--- config.mk ---
export PLATFORM = sky130hd
export DESIGN_NAME = cnn_mac_pipe_sat
export DESIGN_NICKNAME = d
export VERILOG_FILES = /design/src/rtl/cnn_mac_pipe_sat.sv
export SDC_FILE = /design/constraint.sdc
export NUM_CORES = 1
export LEC_CHECK = 0
export CAP_MARGIN = 20
export CORE_MARGIN = 5
export CORE_UTILIZATION = 68
export CTS_BUF_LIST = sky130_fd_sc_hd__clkbuf_4 sky130_fd_sc_hd__clkbuf_8 sky130_fd_sc_hd__clkbuf_16
export CTS_CLUSTER_SIZE = 24
export DETAILED_ROUTE_END_ITERATION = 7
export GPL_TIMING_DRIVEN = 0
export PLACE_DENSITY = 0.88
export SKIP_CTS_REPAIR_TIMING = 1
export SLEW_MARGIN = 20
export SYNTH_ARGS = -nofsm -noshare
export SYNTH_HDL_FRONTEND = slang
export SYNTH_SLANG_ARGS = --single-unit
--- constraint.sdc ---
create_clock -name ap_clk -period 15.2 [get_ports ap_clk]
set_input_delay 3.04 -clock ap_clk [delete_from_list [all_inputs] [get_ports ap_clk]]
set_output_delay 3.04 -clock ap_clk [all_outputs]
set_load 0.02 [all_outputs]
--- src/rtl/cnn_mac_pipe_sat.sv ---
// cnn_mac_pipe_sat: pipelined signed MAC over ACC_LEN-term windows.
// Each window sum is rounded, shifted and saturated to DOUT_WIDTH.
module cnn_mac_pipe_sat #(
    parameter int DIN0_WIDTH = 14,
    parameter int DIN1_WIDTH = 9,
    parameter int ACC_WIDTH  = 32,
    parameter int DOUT_WIDTH = 16,
    parameter int SHIFT      = 8,
    parameter int ACC_LEN    = 25,
    parameter int NUM_STAGE  = 3
) (
    input  logic                  ap_clk,
    input  logic                  ap_rst,
    input  logic                  ce,
    input  logic                  in_valid,
    input  logic [DIN0_WIDTH-1:0] din0,
    input  logic [DIN1_WIDTH-1:0] din1,
    input  logic                  acc_clr,
    output logic                  out_valid,
    output logic [DOUT_WIDTH-1:0] dout,
    output logic                  sat
);
    localparam int PW = DIN0_WIDTH + DIN1_WIDTH;
    localparam int NP = NUM_STAGE - 1;
    localparam int CW = ACC_LEN > 1 ? $clog2(ACC_LEN) : 1;
    localparam int RS = SHIFT > 0 ? SHIFT - 1 : 0;
    localparam logic [ACC_WIDTH:0] RND  = SHIFT > 0 ? (ACC_WIDTH+1)'(1) << RS : '0;
    localparam logic [ACC_WIDTH:0] DMAX = {{(ACC_WIDTH+2-DOUT_WIDTH){1'b0}}, {(DOUT_WIDTH-1){1'b1}}};
    localparam logic [ACC_WIDTH:0] DMIN = ~DMAX;

    logic [DIN0_WIDTH-1:0] r_a;
    logic [DIN1_WIDTH-1:0] r_b;
    logic                  r_iv;
    logic [PW-1:0]         r_p [NP];
    logic [NP-1:0]         r_pv;
    logic [ACC_WIDTH-1:0]  r_acc;
    logic [CW-1:0]         r_cnt;

    logic [PW-1:0]         w_prod;
    logic [ACC_WIDTH-1:0]  w_sum;
    logic [ACC_WIDTH:0]    w_rnd;
    logic                  w_last;
    logic                  w_hi;
    logic                  w_lo;

    assign w_prod = PW'($signed(r_a)) * PW'($signed(r_b));
    assign w_sum  = (r_cnt == '0 ? '0 : r_acc) + ACC_WIDTH'($signed(r_p[NP-1]));
    assign w_last = r_cnt == CW'(ACC_LEN - 1);
    // one extra bit keeps the rounding add from overflowing the accumulator range
    assign w_rnd  = ($signed({w_sum[ACC_WIDTH-1], w_sum}) + $signed(RND)) >>> SHIFT;
    assign w_hi   = $signed(w_rnd) > $signed(DMAX);
    assign w_lo   = $signed(w_rnd) < $signed(DMIN);

    always_ff @(posedge ap_clk) begin
        if (ce) begin
            r_a    <= din0;
            r_b    <= din1;
            r_p[0] <= w_prod;
            for (int i = 1; i < NP; i++) r_p[i] <= r_p[i-1];
        end
    end

    always_ff @(posedge ap_clk) begin
        if (ap_rst) begin
            r_iv      <= 1'b0;
            r_pv      <= '0;
            r_acc     <= '0;
            r_cnt     <= '0;
            out_valid <= 1'b0;
            dout      <= '0;
            sat       <= 1'b0;
        end else if (ce) begin
            // the operand register takes the new term even under clear
            r_iv      <= in_valid;
            r_pv[0]   <= r_iv & ~acc_clr;
            for (int i = 1; i < NP; i++) r_pv[i] <= r_pv[i-1] & ~acc_clr;
            out_valid <= r_pv[NP-1] & w_last & ~acc_clr;
            if (acc_clr) begin
                r_acc <= '0;
                r_cnt <= '0;
            end else if (r_pv[NP-1]) begin
                r_acc <= w_last ? '0 : w_sum;
                r_cnt <= w_last ? '0 : r_cnt + CW'(1);
                if (w_last) begin
                    dout <= w_hi ? DMAX[DOUT_WIDTH-1:0] : w_lo ? DMIN[DOUT_WIDTH-1:0] : w_rnd[DOUT_WIDTH-1:0];
                    sat  <= w_hi | w_lo;
                end
            end
        end
    end
endmodule

==> insert_results.sql <==
INSERT INTO impl_metrics (metric_group, metric, value, unit) VALUES
('placement', 'gpl.final_weighted_congestion', '0.9471', ''),
('cells_and_area', 'fraction_of_layout_instances_using_a_drive_strength_above_1', '8.148', '%'),
('drt', 'drt_iter0_markers', '596', ''),
('floorplan', 'rows', '48', ''),
('sta', 'grt_setup_unrepaired', 'no', ''),
('setup_path', 'r2r_end', 'dout[14]', ''),
('sta', 'fin_tns_setup', '0', 'ns'),
('grt', 'gr-total-overflow', '0', ''),
('sta', 'hold_violations', '0', ''),
('cells_and_area', 'antenna_cells_inserted', '0', ''),
('drt', 'drt_drc_violations_left', '0', ''),
('drt', 'final_antenna_net_count', '0', ''),
('setup_path', 'endpoint_kind', 'register', ''),
('setup_path', 'critical_path.max_fanout', '10', ''),
('drt', 'vias', '9303', ''),
('logic_synthesis', 'syn_area', '11790', 'sq um'),
('min_path', 'worstHoldEndpoint', 'r_p[0][45]', ''),
('logic_synthesis', 'synth.avg_cell_area', '9.629', 'sq um'),
('power_and_ir_drop', 'irDropWorstVdd', '0.0001473', 'V'),
('logic_synthesis', 'synth_top_area_cell', 'fa_1', ''),
('cells_and_area', 'layout.cells.non_filler', '1526', ''),
('grt', 'maximum_number_of_pins_on_one_net_before_global_route_repair', '55', ''),
('clock_tree', 'clock_tree_from_tritoncts', 'yes', ''),
('floorplan', 'initial_utilization', '68.62', '%'),
('placement', 'dp_hpwl', '21140', 'um'),
('setup_path', 'worstSetupPathType', 'register to register', ''),
('logic_synthesis', 'synthDistinctLibCells', '89', ''),
('setup_path', 'worstRegToRegCells', '26', ''),
('logic_synthesis', 'synth_seq_cells', '127', ''),
('setup_path', 'r2r_start', 'r_cnt[0]', ''),
('floorplan', 'die_x', '141.7', 'um'),
('logic_synthesis', 'mappedNetlistNets', '1440', ''),
('sta', 'finClkSkew', '0.01627', 'ns'),
('setup_path', 'critical_path.startpoint_type', 'register', ''),
('power_and_ir_drop', 'pwr_density_cell', '185.3', 'nW/um^2'),
('sta', 'worst_slew_pin_slew', '0.7783', 'ns'),
('cells_and_area', 'area_grow_syn2layout', '11.44', '%'),
('floorplan', 'fp.coreArea', '17180', 'sq um'),
('floorplan', 'die_area', '20070', 'sq um'),
('status', 'outcome', 'finished clean', ''),
('clock_tree', 'clock_insertion_delay_worst_skew', '0.44', 'ns'),
('clock_tree', 'clk_root_buffer_cell', 'clkbuf_16', ''),
('logic_synthesis', 'synthArstFlopShare', '0', '%'),
('clock_tree', 'cts-root-to-sink-buffers', '2', ''),
('sta', 'max_slew_margin', '47.76', '%'),
('setup_path', 'cp_slowest_cell', 'a2111oi_4', ''),
('drt', 'drt-total-wl', '27830', 'um'),
('setup_path', 'ff2ff_setup_slack', '8.77', 'ns'),
('setup_path', 'cp-startpoint', 'r_cnt[0]', ''),
('logic_synthesis', 'ys_top_cells_by_area', 'fa_1 (18%), edfxtp_1 (18%), dfxtp_1 (9.9%)', ''),
('floorplan', 'floorplan.die.height', '141.7', 'um'),
('setup_path', 'timing.critical_path.required', '15.56', 'ns'),
('sta', 'min_period_over_period', '42.31', '%'),
('cells_and_area', 'num-nets-final', '1504', ''),
('drt', 'drt_pre_antenna_iters', '5', ''),
('logic_synthesis', 'yosys_warn_count', '0', ''),
('logic_synthesis', 'synth_ff_type', 'edfxtp_1', ''),
('clock_tree', 'cts_made_buffers', '17', ''),
('floorplan', 'ioPinCount', '46', ''),
('setup_path', 'crit_path_max_incr_delay', '0.48', 'ns'),
('placement', 'placedInstanceArea', '12530', 'sq um'),
('sta', 'final_max_slew_viol_count', '0', ''),
('grt', 'first_pass_grt_wire_length', '46180', 'um'),
('power_and_ir_drop', 'power.total', '2.434', 'mW'),
('min_path', 'timing.hold.worst.class', 'register to register', ''),
('clock_tree', 'cts.clk_slew.worst_paths', '0.06', 'ns'),
('cells_and_area', 'fin_util', '76.47', '%'),
('logic_synthesis', 'synth_enable_flop_cells', '69', ''),
('min_path', 'hold_start', 'r_p[0][22]', ''),
('clock_tree', 'tritoncts_num_sinks', '127', ''),
('placement', 'placed_cells', '1494', '');
[through the flow]
stage | hold WS, ns | setup slack (ns)
2_1_floorplan | 0.4003 | 9.585
3_3_place_gp | 0.4003 | 7.554
3_5_place_dp | 0.4045 | 8.883
4_1_cts | 0.4184 | 8.805
5_1_grt | 0.4255 | 8.273
6_report | 0.4182 | 8.769
[logic make-up after synthesis]
group                    share of synthesized area (%)
AO/OA/AOI/OAI                                    16.55
XOR/XNOR                                         4.299
adder cells (fa/ha/maj)                          26.71
buffers and inverters                            5.552
flip-flops                                       27.43
multiplexers                                    0.2654
AND/OR/NAND/NOR                                  19.19
[placed cells by master, fill, tap and decap left out, types with 12 or more instances in the layout]
cell               n
nor3_1            23
edfxtp_1          69
dfxtp_1           58
o21ai_0           26
o211ai_2          13
nand2b_1          25
clkdlybuf4s50_1   43
nand2_1          129
and2_1            52
nor2b_1           37
xnor2_1           39
clkbuf_16         17
clkbuf_1          40
ha_1              82
nand3_1           12
fa_1             106
nor2_1            91
inv_1            109
xor2_1            17
a22oi_1           32
a21oi_1           49
and3_1            19
[sequential cells by signal (all words and copies together), names as in the netlist]
| signal | flops |
|---|---|
| sat | 1 |
| dout | 16 |
| r_pv | 2 |
| out_valid | 1 |
| r_cnt | 5 |
| r_acc | 32 |
| r_b | 9 |
| r_a | 14 |
| r_p | 46 |
| r_iv | 1 |
[layout make-up]
| type | count | area (sq um) |
|---|---|---|
| Inverter | 109 | 409.1 |
| Clock buffer | 18 | 432.9 |
| Fill cell | 1181 | 4041 |
| Tap cell | 225 | 281.5 |
| Buffer | 53 | 245.2 |
| Clock inverter | 14 | 168.9 |
| Multi-Input combinational cell | 935 | 7899 |
| Timing Repair Buffer | 45 | 465.4 |
| Sequential cell | 127 | 3233 |
[cells in the mapped netlist, drive strengths merged, types with 10 or more instances]
master and count:
o211ai 25, nand2 130, a211oi 10, a21oi 53, fa 106, xnor2 40, dfxtp 58, and3 19
a21o 12, nor2b 37, nor3 23, nor2 91, o21bai 10, and2 54, inv 109, o21ai 39
clkbuf 40, ha 82, nand3 14, xor2 17, edfxtp 69, buf 13, nand2b 25, a22oi 32
[report_power, final]
part	switching, mW	total [mW]	internal, mW
combinational	0.836	1.49	0.655
clock	0.174	0.424	0.250
sequential	0.0230	0.519	0.496
[per-layer routing]
layer	up-vias	track usage, %	share of wire (%)
li1	4371	-	-
met1	4500	35.92	41
met2	344	48.95	49
met3	88	4.719	5.7
met5	-	0	0
met4	0	13.43	4.5
[worst max-delay path: cells and delay by family (launching register included)]
family | cells | cell delay [ns]
flops | 1 | 0.43
compound gates | 8 | 2.03
simple gates | 8 | 1.70
xor+xnor | 1 | 0.26
buf+inv | 5 | 0.84
fa+ha+maj | 4 | 1.09
[how the worst max path moves through the flow]
stage	endpoint	slack, ns	cells after the start
2_1_floorplan	r_p[0][22]	9.59	20
3_3_place_gp	r_acc[26]	7.55	7
3_5_place_dp	r_p[0][21]	8.88	23
4_1_cts	r_p[0][21]	8.81	23
5_1_grt	dout[11]	8.27	26
6_report	dout[14]	8.77	26
(Power assumes the default switching activity.)
